**config.mk**
```make
export PLATFORM = sky130hd
export DESIGN_NAME = fft_agu_flat
export DESIGN_NICKNAME = d
export VERILOG_FILES = /design/src/rtl/fft_agu_if.sv /design/src/rtl/fft_agu.sv /design/src/flat_wrapper.sv
export SDC_FILE = /design/constraint.sdc
export NUM_CORES = 1
export LEC_CHECK = 0
export ABC_CLOCK_PERIOD_IN_PS = 4100
export CAP_MARGIN = 15
export CORE_ASPECT_RATIO = 0.9
export CORE_MARGIN = 10
export CORE_UTILIZATION = 40
export CTS_BUF_LIST = sky130_fd_sc_hd__clkbuf_4 sky130_fd_sc_hd__clkbuf_8 sky130_fd_sc_hd__clkbuf_16
export DETAILED_ROUTE_END_ITERATION = 8
export SYNTH_ARGS = -nofsm -noshare
export SYNTH_HDL_FRONTEND = slang
export SYNTH_SLANG_ARGS = --single-unit
```
**constraint.sdc**
```tcl
create_clock -name clk -period 4.1 [get_ports clk]
set_input_delay 0.615 -clock clk [delete_from_list [all_inputs] [get_ports clk]]
set_output_delay 0.615 -clock clk [all_outputs]
set_load 0.01 [all_outputs]
```
**src/rtl/fft_agu_if.sv**
```systemverilog
// Beat stream from the FFT address generator towards twiddle_rom and the butterfly datapath.
// The master modport belongs to the generator; the slave modport belongs to the consumer.
interface fft_agu_if #(
   parameter int N_LOG2 = 4
);
   localparam int SW = $clog2(N_LOG2);

   logic              start;
   logic              out_ready;
   logic              out_valid;
   logic [N_LOG2-1:0] addr_a;
   logic [N_LOG2-1:0] addr_b;
   logic [N_LOG2-2:0] tw_addr;
   logic [SW-1:0]     stage;
   logic              last_in_stage;
   logic              last;
   logic              busy;
   logic              done;

   modport master (
      input  start, out_ready,
      output out_valid, addr_a, addr_b, tw_addr, stage, last_in_stage, last, busy, done
   );

   modport slave (
      output start, out_ready,
      input  out_valid, addr_a, addr_b, tw_addr, stage, last_in_stage, last, busy, done
   );
endinterface

```
**src/rtl/fft_agu.sv**
```systemverilog
// Address generation unit for the in-place radix-2 DIT FFT: one beat per butterfly carrying
// operand addresses A/B and the twiddle_rom address, with idle gaps between stages.
module fft_agu #(
   parameter int N         = 16,
   parameter int N_LOG2    = $clog2(N),
   parameter int STAGE_GAP = 4
) (
   input  logic      clk,
   input  logic      rst_n,
   fft_agu_if.master bus
);
   localparam int KW = N_LOG2 - 1;
   localparam int SW = $clog2(N_LOG2);
   localparam logic [KW-1:0] K_LAST = KW'(N/2 - 1);
   localparam logic [SW-1:0] S_LAST = SW'(N_LOG2 - 1);

   typedef enum logic [1:0] {IDLE, RUN, GAP, DONE} state_t;

   state_t          state_q, state_d;
   logic [SW-1:0]   s_q, s_d;
   logic [KW-1:0]   k_q, k_d;
   logic [3:0]      gap_q, gap_d;

   logic              vld_q, vld_d;
   logic [N_LOG2-1:0] a_q, a_d;
   logic [N_LOG2-1:0] b_q, b_d;
   logic [KW-1:0]     tw_q, tw_d;
   logic              lis_q, lis_d;
   logic              last_q, last_d;
   logic              busy_q, busy_d;
   logic              done_q, done_d;

   logic [N_LOG2-1:0] kx, span, pos;

   // out_valid is high exactly in RUN, so a transfer there is simply out_ready.
   always_comb begin
      state_d = state_q;
      s_d     = s_q;
      k_d     = k_q;
      gap_d   = gap_q;
      unique case (state_q)
         IDLE: if (bus.start) begin
            state_d = RUN;
            s_d     = '0;
            k_d     = '0;
         end
         RUN: if (bus.out_ready) begin
            if (k_q != K_LAST) begin
               k_d = k_q + 1'b1;
            end else if (s_q != S_LAST) begin
               k_d = '0;
               s_d = s_q + 1'b1;
               if (STAGE_GAP > 0) begin
                  state_d = GAP;
                  gap_d   = 4'(STAGE_GAP);
               end
            end else begin
               state_d = DONE;
               k_d     = '0;
               s_d     = '0;
            end
         end
         GAP: begin
            if (gap_q <= 4'd1) begin
               state_d = RUN;
               gap_d   = '0;
            end else begin
               gap_d = gap_q - 1'b1;
            end
         end
         DONE:    state_d = IDLE;
         default: state_d = IDLE;
      endcase
   end

   // Outputs are decoded from next-state so they land in registers together with the state.
   always_comb begin
      kx     = {1'b0, k_d};
      span   = {{(N_LOG2-1){1'b0}}, 1'b1} << s_d;
      pos    = kx & (span - 1'b1);
      vld_d  = (state_d == RUN);
      busy_d = (state_d == RUN) || (state_d == GAP);
      done_d = (state_d == DONE);
      a_d    = '0;
      b_d    = '0;
      tw_d   = '0;
      lis_d  = 1'b0;
      last_d = 1'b0;
      if (vld_d) begin
         a_d    = ((kx >> s_d) << (int'(s_d) + 1)) | pos;
         b_d    = a_d + span;
         tw_d   = KW'(pos << (N_LOG2 - 1 - int'(s_d)));
         lis_d  = (k_d == K_LAST);
         last_d = (k_d == K_LAST) && (s_d == S_LAST);
      end
   end

   always_ff @(posedge clk or negedge rst_n) begin
      if (!rst_n) begin
         state_q <= IDLE;
         s_q     <= '0;
         k_q     <= '0;
         gap_q   <= '0;
         vld_q   <= 1'b0;
         a_q     <= '0;
         b_q     <= '0;
         tw_q    <= '0;
         lis_q   <= 1'b0;
         last_q  <= 1'b0;
         busy_q  <= 1'b0;
         done_q  <= 1'b0;
      end else begin
         state_q <= state_d;
         s_q     <= s_d;
         k_q     <= k_d;
         gap_q   <= gap_d;
         vld_q   <= vld_d;
         a_q     <= a_d;
         b_q     <= b_d;
         tw_q    <= tw_d;
         lis_q   <= lis_d;
         last_q  <= last_d;
         busy_q  <= busy_d;
         done_q  <= done_d;
      end
   end

   assign bus.out_valid     = vld_q;
   assign bus.addr_a        = a_q;
   assign bus.addr_b        = b_q;
   assign bus.tw_addr       = tw_q;
   assign bus.stage         = s_q;
   assign bus.last_in_stage = lis_q;
   assign bus.last          = last_q;
   assign bus.busy          = busy_q;
   assign bus.done          = done_q;
endmodule

```
**src/flat_wrapper.sv**
```systemverilog
// flat-port wrapper written by rule: the top's interface ports become plain ports
module fft_agu_flat 
#(
   parameter int N         = 16,
   parameter int N_LOG2    = $clog2(N),
   parameter int STAGE_GAP = 4
)
  (clk, rst_n, bus_start, bus_out_ready, bus_out_valid, bus_addr_a, bus_addr_b, bus_tw_addr, bus_stage, bus_last_in_stage, bus_last, bus_busy, bus_done);
  fft_agu_if #(.N_LOG2(N_LOG2)) bus_i ();
  input  logic clk;
  input  logic rst_n;
  input wire logic [$bits(bus_i.start)-1:0] bus_start;
  input wire logic [$bits(bus_i.out_ready)-1:0] bus_out_ready;
  output wire logic [$bits(bus_i.out_valid)-1:0] bus_out_valid;
  output wire logic [$bits(bus_i.addr_a)-1:0] bus_addr_a;
  output wire logic [$bits(bus_i.addr_b)-1:0] bus_addr_b;
  output wire logic [$bits(bus_i.tw_addr)-1:0] bus_tw_addr;
  output wire logic [$bits(bus_i.stage)-1:0] bus_stage;
  output wire logic [$bits(bus_i.last_in_stage)-1:0] bus_last_in_stage;
  output wire logic [$bits(bus_i.last)-1:0] bus_last;
  output wire logic [$bits(bus_i.busy)-1:0] bus_busy;
  output wire logic [$bits(bus_i.done)-1:0] bus_done;
  assign bus_i.start = bus_start;
  assign bus_i.out_ready = bus_out_ready;
  assign bus_out_valid = bus_i.out_valid;
  assign bus_addr_a = bus_i.addr_a;
  assign bus_addr_b = bus_i.addr_b;
  assign bus_tw_addr = bus_i.tw_addr;
  assign bus_stage = bus_i.stage;
  assign bus_last_in_stage = bus_i.last_in_stage;
  assign bus_last = bus_i.last;
  assign bus_busy = bus_i.busy;
  assign bus_done = bus_i.done;
  fft_agu #(.N(N), .N_LOG2(N_LOG2), .STAGE_GAP(STAGE_GAP)) u_core (.clk(clk), .rst_n(rst_n), .bus(bus_i));
endmodule
```
---- After elaboration in Yosys (flattened, before gate mapping) ----
Cells that the tools add are included.
W data, S select, Z words.
word-level totals
  memories ................................ 0
  flip-flop bits (word level) ............. 27
  latch bits .............................. 0
  logic and storage cells ................. 69
  output and inout bits ................... 18
  memory bits (read-only) ................. 0
  RAM bits ................................ 0
  input port bits ......................... 4
operators by class
  reductions and logical operators ........ 5
  order comparisons ....................... 1
  add/subtract/negate cells ............... 7
  div/mod/pow operators ................... 0
  shifts and indexed selects .............. 4
  bitwise operators ....................... 2
  $mul .................................... 0
  equality and inequality tests ........... 13
  muxes and demuxes ....................... 25
operator list
  cell                   count
  $shl A4 B32 Y3         1
  $shl A4 B32 Y4         1
  $mux W4                6
  $mux W2                8
  $mux W3                4
  $eq A2 B2 Y1 const B   5
  $pmux W2 S4            1
  $pmux W4 S2            1
  $sub A4 B1 Y4 const B  2
  $ne A2 B2 Y1 const B   3
  $pmux W3 S2            1
  $add A4 B4 Y4          1
  $and A3 B4 Y4          1
  $eq A2 B1 Y1 const B   2
  $le A4 B1 Y1 const B   1
  $or A4 B4 Y4           1
  $pmux W2 S2            1
  $reduce_and A4 Y1      1
  $shl A1 B2 Y4 const A  1
  $shr A3 B2 Y4          1
  $add A2 B1 Y3 const B  1
  $add A3 B1 Y3 const B  1
  $eq A3 B3 Y1 const B   1
  $mux W1                3
  8 further kinds        8

---- Logic depth before layout (Yosys ltp) ----
  depth in word-level cells ............... 11
  gate-level depth with buffers ........... 16
  gate-level depth less buffers ........... 15

---- Worst setup path after synthesis ----
Ideal clock, no wire load.
  kind .................................... register to register
  start ................................... register u_core.s_q[0], in the netlist u_core.bus.stage[0]
  end ..................................... register u_core.b_q[3], in the netlist u_core.bus.addr_b[3]
  required time ........................... 3.966 ns
  library setup time ...................... 0.134 ns
  arrival ................................. 3.444 ns
  period minus slack after synthesis ...... 3.578 ns
  slack ................................... 0.522 ns
  stages on the path, launching flop included .. 15
  path buffers ............................ 1
  cell sequence ........................... dfrtp_1 -> ha_1 -> or4_4 -> nand2_1 -> ha_1 -> clkbuf_1 -> inv_1 -> xnor2_1 -> o31ai_1 -> ha_1 -> and3_1 -> a21oi_1 -> o221ai_2 -> o311ai_4 -> o41ai_2
between the ends
  cells in the longest elaborated chain, start to end .. 11
  elaborated cells on any way between the ends .. 21
  those cells by class .................... 4 x add/sub; 2 x eq/ne; 3 x shift; 10 x mux; 2 x bitwise
RTL lines
  element                                               line                          RTL
  start: declaration                                    fft_agu.sv:20                 logic [SW-1:0] s_q, s_d;
  start signal: assignment                              fft_agu.sv:101                s_q <= '0;
  start signal: assignment                              fft_agu.sv:114                s_q <= s_d;
  $add A2 B1 Y2 / $ne A2 B2 Y1 (equally long branches)  fft_agu.sv:52, fft_agu.sv:50
  $mux W2                                               fft_agu.sv:50                 end else if (s_q != S_LAST) begin
  $mux W2                                               fft_agu.sv:48                 if (k_q != K_LAST) begin
  $mux W2                                               fft_agu.sv:47                 RUN: if (bus.out_ready) begin
  $pmux W2 S2 (*)                                       fft_agu.sv:41                 unique case (state_q)
  net u_core.s_d[0]                                     fft_agu.sv:20
  $shl A1 B2 Y4                                         fft_agu.sv:79                 span = {{(N_LOG2-1){1'b0}}, 1'b1} << s_d;
  $sub A4 B1 Y4                                         fft_agu.sv:80                 pos = kx & (span - 1'b1);
  $and A3 B4 Y4                                         fft_agu.sv:80
  $or A4 B4 Y4                                          fft_agu.sv:90                 a_d = ((kx >> s_d) << (int'(s_d) + 1)) | pos;
  $add A4 B4 Y4 (*)                                     fft_agu.sv:91                 b_d = a_d + span;
  $mux W4 (*)                                           fft_agu.sv:89                 if (vld_d) begin
  net u_core.b_d[3]                                     fft_agu.sv:26                 logic [N_LOG2-1:0] b_q, b_d;
  end signal: assignment                                fft_agu.sv:106                b_q <= '0;
  end signal: assignment                                fft_agu.sv:119                b_q <= b_d;
  end: declaration                                      fft_agu.sv:26
The timed path passes the listed nets; every way through them passes the cells marked *.
A chain may end at the register's enable or synchronous reset.

---- Worst setup path after layout ----
  start ................................... input bus_out_ready
  end ..................................... register u_core.b_q[3], in the netlist u_core.bus.addr_b[3]
between the ends
  cells in the longest elaborated chain, start to end .. 8
  elaborated cells on any way between the ends .. 16
  those cells by class .................... 3 x add/sub; 1 x eq/ne; 3 x shift; 7 x mux; 2 x bitwise
RTL lines
  element             line                RTL
  start: declaration  flat_wrapper.sv:13  input wire logic [$bits(bus_i.out_ready)-1:0] bus_out_ready;
  $mux W2 (*)         fft_agu.sv:47
  $pmux W2 S2 (*)     fft_agu.sv:41
  net u_core.s_d[0]   fft_agu.sv:20
  $shl A1 B2 Y4       fft_agu.sv:79
  $sub A4 B1 Y4       fft_agu.sv:80
  $and A3 B4 Y4       fft_agu.sv:80
  $or A4 B4 Y4        fft_agu.sv:90
  $add A4 B4 Y4 (*)   fft_agu.sv:91
  $mux W4 (*)         fft_agu.sv:89
  net u_core.b_d[3]   fft_agu.sv:26
Marks and branches as above.

==> flow_summary.ini <==
[synth]
synth_area_um2 = 1610
yosys.area.top_type = dfrtp_1
synth_warnings = 0
ys_types = 40
syn_area_per_cell_um2 = 9.819
synth-seq-cells = 27
synth_area_leaders = dfrtp_1, ha_1, nand2_1, inv_1, nor2_1
ys_seq_area_frac = 0.4196
syn-num-nets = 182
synth_top_area_share = 0.4196
syn_inst = 164

[grt]
grt_max_degree = 28
grt_pass1_vias = 1300
grt_pass1_wl_mm = 6.065
grt-ovfl-total = 0
grt_use_total = 0.1050
antenna_found_initial = 0

[floorplanning]
dieArea_um2 = 6967
ioPinCount = 22
die_h_um = 80.19
dieWidth_um = 86.88
placementRows = 21
initial_core_util = 0.4227
core_area_um2 = 3810

[timing]
slew_viol_final = 0
fin_skew_ns = 0.003565
tns_ns = 0
whs_ns = 0.5400
min_period_ns = 3.807
finalCritPeriodShare = 0.9286
relSlewSlack = 0.6000
worst_slew_pin_slew_ns = 0.5981
setup_viol = 0
rsz0062_at_grt = false
hold_viol = 0
fmax_ghz = 0.2627

[critical_path]
crit_fanout = 6
critPathKind = input port to flip-flop
cp-end-kind = flip-flop
arrival_ns = 3.96
start_kind = input port
crit_required_ns = 4.25

[min_path]
hold_path.class = flip-flop to flip-flop

[routing]
avgViaCountPerCell = 5.246
route.detailed.drc = 0
drt-initial-drc-count = 63
totalWireLength_mm = 3.502
ant_nets = 0
drt_pre_antenna_iters = 4
vias = 1238
wl_per_cell_um = 14.84

[power]
peakVddDrop_mv = 0.4149
power_leakage_nw = 0.8821
power_density_nw_per_um2 = 682.1

[clock_tree]
clock_path_buffers = 2
cts_made_buffers = 3
clock_sinks = 27
insertion_delay_ns = 0.27
htreeDepth = 1
cts-root-buf = clkbuf_8
cts_tree = done
ctsResizeCount = 0
hold_buffers = 0
cts_setup_buffers = 0
path_clk_slew_ns = 0.09

[finish]
diodes = 0
area_growth_syn_to_layout_pct = 20.90
fin_nets = 209
final_common_cell = dfrtp_1
drive_gt1_frac = 0.1105
finalInstanceArea_um2 = 1947
final_cell_mix = dfrtp_1, nand2_1, clkdlybuf4s50_1, inv_1, ha_1

[place]
gp_congestion = 0.8652
placed_cell_area_um2 = 1901
io_buffer_count = 21
hpwl_mm = 2.740

[outcome]
run_status = finished, final reports clean

[run]
maxCapViolations = 0
synthesized netlist by cell type:
library cell,number
a211oi_2,1
o211ai_1,1
nand2b_4,1
and2_1,6
and3_1,1
a21boi_0,3
o211a_1,2
a31oi_1,3
mux2i_1,3
o21a_1,3
o41ai_2,1
o32ai_1,1
o311ai_4,1
a22oi_1,1
ha_1,14
nor2b_1,1
nor3_1,2
and4b_1,1
o22ai_1,4
nand2b_1,5
a22o_1,2
nand4_2,1
o21ai_0,6
and3_4,1
or4_4,1
o21ai_1,1
clkbuf_1,4
or2b_4,1
nand2_1,23
o21bai_1,1
nand3_1,3
o221ai_2,2
dfrtp_1,27
nor2_1,11
inv_1,14
a21oi_1,4
o31ai_1,2
xnor2_1,3
o21ai_2,1
a22o_2,1
cell families after synthesis:
logic type | share of synthesized area
mux | 0.01865
flops | 0.4196
compound gates | 0.2059
fa+ha+maj | 0.1088
buf+inv | 0.04196
xor+xnor | 0.01632
simple gates | 0.1888
through the flow:
| stage | instances | setup WS (ns) | util | power [mW] |
|---|---|---|---|---|
| 2_1_floorplan | 164 | 0.5219 | - | 0.9313 |
| 3_3_place_gp | 232 | 0.2123 | 0.4989 | 1.173 |
| 3_5_place_dp | 232 | 0.04202 | 0.4989 | 1.190 |
| 4_1_cts | 236 | 0.3288 | 0.5110 | 1.347 |
| 5_1_grt | 236 | 0.1242 | 0.5110 | 1.456 |
| 6_report | 236 | 0.2929 | 0.5110 | 1.328 |
critical path: stages:
cell,delay [ns]
clkdlybuf4s50_1,0.54
nand2b_4,0.09
or4_4,0.52
nand2_1,0.11
ha_1,0.24
inv_1,0.12
xnor2_1,0.10
o31ai_1,0.28
ha_1,0.34
and3_1,0.20
a21oi_1,0.19
o221ai_2,0.17
o311ai_4,0.31
o41ai_2,0.10
state kept, by name, summed over array words and instances, names as in the netlist:
| register | cells |
|---|---|
| u_core.bus.last | 1 |
| u_core.bus.busy | 1 |
| u_core.bus.tw_addr | 3 |
| u_core.bus.addr_a | 4 |
| u_core.bus.done | 1 |
| u_core.bus.addr_b | 4 |
| u_core.bus.out_valid | 1 |
| u_core.k_q | 3 |
| u_core.bus.last_in_stage | 1 |
| u_core.state_q | 2 |
| u_core.gap_q | 4 |
| u_core.bus.stage | 2 |
power by group:
part	internal, mW	leakage, nW	total [mW]	switching (mW)
registers	0.354	0.340	0.413	0.0589
clock network	0.0680	0.0255	0.146	0.0780
logic	0.357	0.516	0.769	0.412
total	0.779	0.882	1.33	0.549
path summary, 6_finish.rpt:
check	slack, ns	startpoint	to	depth (start not counted)
worst max register to register	0.40	u_core.k_q[0]$_DFF_PN0_	u_core.bus.addr_b[3]$_DFF_PN0_	15
max in group asynchronous	3.13	rst_n	u_core.bus.tw_addr[0]$_DFF_PN0_	2
min in group asynchronous	0.71	rst_n	u_core.gap_q[2]$_DFFE_PN0P_	2
worst min-delay path	0.54	u_core.gap_q[0]$_DFFE_PN0P_	u_core.gap_q[0]$_DFFE_PN0P_	1
worst max-delay path	0.29	bus_out_ready	u_core.bus.addr_b[3]$_DFF_PN0_	14
worst min register to register	0.54	u_core.gap_q[0]$_DFFE_PN0P_	u_core.gap_q[0]$_DFFE_PN0P_	1
layout make-up:
cell class / instances / area (um2)
Fill cell: 339 / 1863
Multi-Input combinational cell: 119 / 867.1
Sequential cell: 27 / 675.6
Timing Repair Buffer: 26 / 247.7
Tap cell: 46 / 57.56
Inverter: 14 / 52.55
Clock buffer: 3 / 41.29
Clock inverter: 1 / 5.005
layer usage:
metal / up-vias / wire, um / part of all wire / GRT usage
li1: 626 / - / - / -
met1: 589 / 1553 / 0.44 / 0.1152
met2: 17 / 1706 / 0.49 / 0.1801
met3: 6 / 192 / 0.055 / 0.03935
met4: 0 / 48 / 0.014 / 0.03883
met5: - / 0 / 0 / 0
No activity file was read; power rests on OpenSTA's default activity.
